## src/rtl/pwm_pkg.sv

```systemverilog
// Shared constants and helpers for the PWM peripheral.
// Latency: n/a (declarations only).
// Backpressure: n/a.
//
// Contents: counter width, full-duty code, channel count, channel config
// struct and the per-channel output select function.
package pwm_pkg;

  localparam int unsigned           PWM_CNT_W = 8;
  localparam logic [PWM_CNT_W-1:0]  DUTY_FULL = 8'hFF;
  localparam logic [PWM_CNT_W-1:0]  CNT_MAX   = 8'hFF;
  localparam int unsigned           NUM_CH    = 16;
  localparam int unsigned           PRESC_W   = 16;

  // Channel configuration, bit i = channel i (0-7 uo_out, 8-15 uio_out).
  typedef struct packed {
    logic [NUM_CH-1:0] en_out;
    logic [NUM_CH-1:0] en_pwm;
  } ch_cfg_t;

  // Channel value: off when disabled, constant high when enabled without
  // PWM, otherwise follows the shared PWM level.
  function automatic logic [NUM_CH-1:0] ch_select(input ch_cfg_t cfg,
                                                  input logic    level);
    return cfg.en_out & (~cfg.en_pwm | {NUM_CH{level}});
  endfunction

endpackage

```

## src/rtl/pwm_prescaler.sv

```systemverilog
// Prescaler: divides clk down to one tick every PRESCALE cycles.
// Latency: tick is combinational from the count register (high at PRESCALE-1).
// Backpressure: none; free-running.
//
// Ports: clk (clock), rst (async active-high reset),
//        tick (one-clk strobe every PRESCALE clk cycles).
module pwm_prescaler
  import pwm_pkg::*;
#(
  parameter int unsigned PRESCALE = 13
) (
  input  logic clk,
  input  logic rst,
  output logic tick
);

  localparam logic [PRESC_W-1:0] LAST = PRESC_W'(PRESCALE - 1);

  logic [PRESC_W-1:0] presc_cnt;

  // With PRESCALE=1, LAST is 0: the counter holds at 0 and tick is
  // permanently high, i.e. one tick per clk.
  always_ff @(posedge clk or posedge rst) begin
    if (rst) begin
      presc_cnt <= '0;
    end else if (presc_cnt == LAST) begin
      presc_cnt <= '0;
    end else begin
      presc_cnt <= presc_cnt + 1'b1;
    end
  end

  assign tick = (presc_cnt == LAST);

endmodule

```

## src/rtl/pwm_peripheral.sv

```systemverilog
// 16-channel output peripheral: each channel off, constant on, or shared PWM.
// Latency: outputs and period_start registered, 1 clk after any input/counter change.
// Backpressure: none; free-running, no flow control.
//
// Ports: clk, rst (async active-high); en_reg_out_* output enables and
//        en_reg_pwm_* PWM selects (bits 7:0 -> uo_out, 15:8 -> uio_out);
//        pwm_duty_cycle (high ticks per 256-tick period); uo_out, uio_out
//        channel outputs; period_start one-clk pulse at each period start.
// Build option: define PWM_DUTY_SHADOW_EN to latch the duty only at period
//        boundaries; otherwise duty changes apply immediately.
module pwm_peripheral
  import pwm_pkg::*;
#(
  parameter int unsigned PRESCALE = 13
) (
  input  logic       clk,
  input  logic       rst,
  input  logic [7:0] en_reg_out_7_0,
  input  logic [7:0] en_reg_out_15_8,
  input  logic [7:0] en_reg_pwm_7_0,
  input  logic [7:0] en_reg_pwm_15_8,
  input  logic [7:0] pwm_duty_cycle,
  output logic [7:0] uo_out,
  output logic [7:0] uio_out,
  output logic       period_start
);

  logic                 tick;
  logic [PWM_CNT_W-1:0] pwm_cnt;
  logic [PWM_CNT_W-1:0] duty_active;
  logic                 period_end;
  logic                 pwm_level;
  ch_cfg_t              ch_cfg;
  logic [NUM_CH-1:0]    ch_nxt;

  pwm_prescaler #(
    .PRESCALE (PRESCALE)
  ) u_prescaler (
    .clk  (clk),
    .rst  (rst),
    .tick (tick)
  );

  // Tick counter; wraps 255 -> 0 naturally at the period boundary.
  always_ff @(posedge clk or posedge rst) begin
    if (rst) begin
      pwm_cnt <= '0;
    end else if (tick) begin
      pwm_cnt <= pwm_cnt + 1'b1;
    end
  end

  // Last clk of the period: the tick that takes pwm_cnt from 255 to 0.
  assign period_end = tick && (pwm_cnt == CNT_MAX);

`ifdef PWM_DUTY_SHADOW_EN
  // Shadowed duty: the whole period runs with one duty value, avoiding
  // glitchy partial periods when software rewrites the duty.
  always_ff @(posedge clk or posedge rst) begin
    if (rst) begin
      duty_active <= '0;
    end else if (period_end) begin
      duty_active <= pwm_duty_cycle;
    end
  end
`else
  assign duty_active = pwm_duty_cycle;
`endif

  // Full-scale duty is forced high so 0xFF gives 100% rather than 255/256.
  assign pwm_level = (duty_active == DUTY_FULL) ? 1'b1 : (pwm_cnt < duty_active);

  assign ch_cfg.en_out = {en_reg_out_15_8, en_reg_out_7_0};
  assign ch_cfg.en_pwm = {en_reg_pwm_15_8, en_reg_pwm_7_0};
  assign ch_nxt        = ch_select(ch_cfg, pwm_level);

  always_ff @(posedge clk or posedge rst) begin
    if (rst) begin
      uo_out       <= '0;
      uio_out      <= '0;
      period_start <= 1'b0;
    end else begin
      uo_out       <= ch_nxt[7:0];
      uio_out      <= ch_nxt[15:8];
      period_start <= period_end;
    end
  end

endmodule

```

## config.mk

```make
export PLATFORM = sky130hd
export DESIGN_NAME = pwm_peripheral
export DESIGN_NICKNAME = d
export VERILOG_FILES = /design/src/rtl/pwm_pkg.sv /design/src/rtl/pwm_prescaler.sv /design/src/rtl/pwm_peripheral.sv
export SDC_FILE = /design/constraint.sdc
export NUM_CORES = 1
export LEC_CHECK = 0
export BUFFER_PORTS_ARGS = -buffer_cell sky130_fd_sc_hd__buf_4
export CAP_MARGIN = 25
export CELL_PAD_IN_SITES_DETAIL_PLACEMENT = 1
export CELL_PAD_IN_SITES_GLOBAL_PLACEMENT = 1
export CORE_ASPECT_RATIO = 1.1
export CORE_MARGIN = 2
export CORE_UTILIZATION = 40
export DETAILED_ROUTE_END_ITERATION = 8
export GPL_TIMING_DRIVEN = 0
export PLACE_DENSITY = 0.83
export SKIP_CTS_REPAIR_TIMING = 1
export SLEW_MARGIN = 0
export SYNTH_ARGS = -nofsm -noshare
export SYNTH_HDL_FRONTEND = slang
export SYNTH_SLANG_ARGS = --single-unit
```

## constraint.sdc

```tcl
create_clock -name clk -period 2.35 [get_ports clk]
set_input_delay 0.3525 -clock clk [delete_from_list [all_inputs] [get_ports clk]]
set_output_delay 0.3525 -clock clk [all_outputs]
set_load 0.01 [all_outputs]
```

-- Word-level counts from Yosys, hierarchy flattened
Cells that the tools add are included.
- add/sub/neg operators: 2
- $lt $le $gt $ge: 1
- bitwise operators: 3
- mux-type cells: 2
- reduce and logical (&&, ||, !) cells: 1
- equality and inequality tests: 3
- operators with widths (kind ; number):
    $add A16 B1 Y16 const B ; 1
    $and A16 B16 Y16 ; 1
    $eq A16 B4 Y1 const B ; 1
    $eq A8 B8 Y1 const B ; 2
    $mux W16 ; 1
    $not A16 Y16 ; 1
    $or A16 B16 Y16 ; 1
    $add A8 B1 Y8 const B ; 1
    $lt A8 B8 Y1 ; 1
    $logic_and A1 B1 Y1 ; 1
    $mux W1 ; 1
- register bits after elaboration: 41
- word-level logic and storage cells: 17
- output and inout port bits: 17
- bits of input ports: 42

-- Depth between registers and ports, before layout
- depth in word-level cells: 4
- depth in mapped cells: 8
- gate-level depth less buffers: 6

-- Cells and area by module
A second synthesis with hierarchy kept.
- cells, all modules: 161
- area total of the unflattened synthesis: 1954.4 µm²
- by module, submodules not included (module ; times used ; area each (µm²) ; sequential area each (µm²) ; cells an instance):
    pwm_peripheral ; 1 ; 1176.1 ; 625.6 ; 90
    pwm_prescaler ; 1 ; 778.2 ; 400.4 ; 71

-- Least setup slack after synthesis
Ideal clock, no wire load.
- kind: register -> register
- from: reg pwm_cnt[6]
- to: reg uio_out[0]
- setup time: 0.122 ns
- buffers on the path: 1
- arrival: 1.569 ns
- cell stages (with the launch flop): 7
- slack: 0.659 ns
- path through: dfrtp_1 -> ha_1 -> and4_1 -> o21ai_1 -> o32ai_4 -> buf_6 -> a21boi_2
- cells in the longest elaborated chain, start to end: 4
- RTL lines (what ; line ; RTL):
    start, declared ; pwm_peripheral.sv:29 ; logic [PWM_CNT_W-1:0] pwm_cnt;
    start signal, assigned ; pwm_peripheral.sv:49 ; pwm_cnt <= pwm_cnt + 1'b1;
    $lt A8 B8 Y1 ; pwm_peripheral.sv:71 ; assign pwm_level = (duty_active == DUTY_FULL) ? 1'b1 : (pwm_cnt < duty_active);
    $mux W1 ; pwm_peripheral.sv:71 ;
    $or A16 B16 Y16 ; pwm_pkg.sv:25 ; return cfg.en_out & (~cfg.en_pwm | {NUM_CH{level}});
    $and A16 B16 Y16 ; pwm_pkg.sv:25 ;
    named net ch_nxt[8] ; pwm_peripheral.sv:34 ; logic [NUM_CH-1:0] ch_nxt;
    end signal, assigned ; pwm_peripheral.sv:84 ; uio_out <= ch_nxt[15:8];
    end, declared ; pwm_peripheral.sv:24 ; output logic [7:0] uio_out,
The timed path passes the listed nets, and every way through them passes these cells.
A chain may end at the register's enable or synchronous reset.

-- Worst setup path after layout
- from: reg pwm_cnt[6]
- to: reg uo_out[5]
- cells in the longest elaborated chain, start to end: 4
- RTL lines (what ; line ; RTL):
    $lt A8 B8 Y1 ; pwm_peripheral.sv:71 ;
    $mux W1 ; pwm_peripheral.sv:71 ;
    $or A16 B16 Y16 ; pwm_pkg.sv:25 ;
    $and A16 B16 Y16 ; pwm_pkg.sv:25 ;
    named net ch_nxt[5] ; pwm_peripheral.sv:34 ;
    end signal, assigned ; pwm_peripheral.sv:83 ; uo_out <= ch_nxt[7:0];
    end, declared ; pwm_peripheral.sv:23 ; output logic [7:0] uo_out,
The timed path passes the listed nets, and every way through them passes these cells.

==> results.txt <==
Core ar.: 4717 um^2
cell-internal power: 1105 uW
upper clock frequency limit: 0.5197 GHz
wire length of the first global-routing pass: 7.389 mm
number of instances on the worst hold path: 2
Max-slew headroom: 44.68%
detailed placement HPWL: 3.432 mm
category of the critical setup timing path: flop to flop
number of cells traversed by the worst register-to-register path: 6
share of post-route cells with drive strength above 1: 39.73%
Final Max Tran Viols: 0
class of the most critical hold timing path: input port to flop
actual transition at the worst max-transition pin: 0.8286 ns
end point of the worst hold path: uo_out[6]$_DFF_PP0_
Compound-Gate Fraction of Synth Area: 12.49%
cell count after synthesis: 159
most numerous cell types in the synthesized netlist: dfrtp_1, xnor2_1, inv_1
final worst clock skew: 0.004221 ns
final critical-path setup slack: 0.4257 ns
portion of synthesized cell area occupied by the leading cell type: 51.74%
worst IR drop on VDD: 0.3722 mV
final-report setup violation count: 0
number of I/O port buffers: 58
synthesized-area fraction occupied by and/or/nand/nor cells: 14.89%
final design area excluding fillers: 2592 um^2
share of power burned in combinational logic: 9.3%
setup repair after global routing missed its margin: false
Min Hold Slack: 0.2094 ns
global routing usage summed across all routing layers: 17.56%
minimum setup slack among reg-to-reg paths: 0.43 ns
start point of the worst hold path: en_reg_pwm_7_0[6]
adder-cell share of the synthesized area: 6.309%
cell type with the highest aggregate area in the netlist: dfrtp_1
post-synth net total: 211
mux cell area share after synthesis: 1.136%
P&R area growth vs syn: 30.73%
Reg2Reg Capture Point: uo_out[5]$_DFF_PP0_
antenna violations before repair: 0
Distinct cells, synth: 34
routed len/inst: 15.63 um
first-pass detailed-route iteration total: 4
result of the run: completed
count of endpoints failing hold in the final timing report: 0
worst flop-to-flop path startpoint: pwm_cnt[6]$_DFFE_PP0N_
aggregate negative setup slack: 0 ns
# placed instances: 273
top flip-flop cell by instance count after synthesis: dfrtp_1
sequential element share of the synthesized area: 51.74%
TritonCTS clock tree: done
synthesis warning total: 0
total area of multi-input combinational cells: 873.3 um^2
Residual DRC: 0
maximum clock insertion buffer count: 2
EDFF count, synth: 0
# fillers: 503
net switching component of the power: 298.7 uW
Chip Width: 71.14 um
TritonCTS Buffers: 5
sw frac: 21.28%
sequential fraction of design power: 51.5%
non-filler cells in the finished layout: 280
sink count of the clock tree: 41
period utilisation layout: 81.89%
number of global-route vias before repair: 1575
master cell of the clock root buffer: clkbuf_8
Syn Area/Cell: 12.47 um^2
DRC violation total after the first TritonRoute iteration: 43
type of element launching the critical path: flop
Synth Cell Area: 1983 um^2
antenna diode instance count: 0
largest net degree at the start of global routing: 42
clock slew seen by the registers of the worst setup and hold paths: 0.08 ns
total number of vias: 1428
minimum clock period after layout: 1.924 ns
number of ports placed on the die boundary: 59
detailed-route wire length: 4.377 mm
LEAKAGE: 0.001255 uW
Async S/R FF share, synth: 100.0%
die height: 77.85 um
starting density of the core: 42.04%
Setup Slack @ Placement: 0.3525 ns
register bit total from synthesis: 41
parity-gate share of the synthesized area counting xor and xnor cells: 9.211%
nature of the critical path endpoint: flop
Seq. cell area: 1026 um^2
library cell with the highest instance count after synthesis: dfrtp_1
global placer's final weighted congestion: 0.7356
via-per-instance ratio: 5.100
clock network latency to the later pin of the worst-skew pair: 0.29 ns
overflow left after global routing: 0
top cells by area in the synthesized netlist: dfrtp_1, ha_1, xnor2_1
clock power share: 39.2%
largest family of logic cells by synthesized area: simple AND/OR/NAND/NOR gates
arrival time worst endpoint: 2.11 ns
nets: 276
CP Data Required Time: 2.53 ns
overall die area: 5538 um^2
max-capacitance violation count: 0
remaining antenna violation count after routing: 0
Cell Area, Placed: 2489 um^2
number of standard-cell rows in the floorplan: 26
Cell Pwr Density: 541.6 nW/um^2
crit-path max FO: 10
number of H-tree branching levels: 2
-- state kept, by name, indices dropped and copies added, names as in the netlist --
name and flops:
period_start 1, pwm_cnt 8, uo_out 8, u_prescaler.presc_cnt 16, uio_out 8
-- cell type report --
type,instances,share of cell area (%)
flip-flops and latches,41,39.58
multi-input cells,104,33.69
repair buffers,58,16.80
well taps,56,2.703
clock buffers,5,2.654
plain buffers,3,1.641
inverters,11,1.593
clock inverters,2,1.351
-- worst max-delay path by stage --
stage / cells after the start / slack (ns) / startpoint / endpoint
CTS: 6 / 0.38 / pwm_cnt[6]$_DFFE_PP0N_ / uo_out[7]$_DFF_PP0_
floorplan: 6 / 0.66 / pwm_cnt[6]$_DFFE_PP0N_ / uio_out[0]$_DFF_PP0_
detailed placement: 8 / 0.35 / pwm_duty_cycle[6] / uio_out[4]$_DFF_PP0_
finish: 6 / 0.43 / pwm_cnt[6]$_DFFE_PP0N_ / uo_out[5]$_DFF_PP0_
global route: 6 / 0.31 / pwm_cnt[6]$_DFFE_PP0N_ / uo_out[7]$_DFF_PP0_
global placement: 8 / 0.43 / pwm_duty_cycle[6] / uio_out[6]$_DFF_PP0_
-- cell families (layout without fill, tap and decap cells) --
family / count (synthesis) / in the layout
xor+xnor: 20 / 20
flops: 41 / 41
compound gates: 23 / 23
mux: 2 / 2
simple gates: 49 / 49
fa+ha+maj: 10 / 10
buf+inv: 14 / 79
-- worst max-delay path, cell delays in order (launching register included) --
cell      delay [ns]
dfrtp_1         0.42
ha_1            0.34
and4_1          0.22
o21ai_1         0.10
o32ai_4         0.42
buf_6           0.23
a21boi_2        0.07
-- placed cells by master, fill, tap and decap left out, types with 2 or more instances in the layout --
cell type | netlist | routed
and2_1 | 2 | 2
xor2_1 | 5 | 5
and4_1 | 3 | 3
clkbuf_8 | 0 | 5
dfrtp_1 | 41 | 41
nand2_1 | 4 | 4
a21boi_2 | 10 | 10
buf_4 | 0 | 58
nor2_1 | 9 | 9
mux2_2 | 2 | 2
buf_6 | 2 | 2
ha_1 | 10 | 10
xnor2_1 | 14 | 14
a21boi_0 | 6 | 6
inv_1 | 11 | 10
nand3_1 | 10 | 10
nand3_2 | 2 | 2
and3_1 | 4 | 4
nand4_1 | 7 | 7
-- power groups by stage --
stage / Sequential, uW / Combinational, uW / Clock, uW
CTS: 723 / 134 / 567
global placement: 737 / 128 / 0
detailed placement: 737 / 134 / 0
floorplan: 745 / 37.2 / 0
global route: 725 / 144 / 596
finish: 723 / 130 / 551
-- per-layer routing --
layer | track usage (%) | wire (um) | vias up
met4 | 6.415 | 73 | 0
met2 | 32.99 | 2433 | 36
met1 | 18.61 | 1677 | 705
li1 | - | - | 679
met5 | 0 | 0 | -
met3 | 4.416 | 193 | 8
-- per-stage QoR --
stage	util (%)	total power, uW
after floorplan	-	782.1
after global placement	52.76	864.8
after detailed placement	52.76	871.2
after CTS	54.96	1424
after global routing	54.96	1465
final	54.96	1404
No activity file was read; power rests on OpenSTA's default activity.
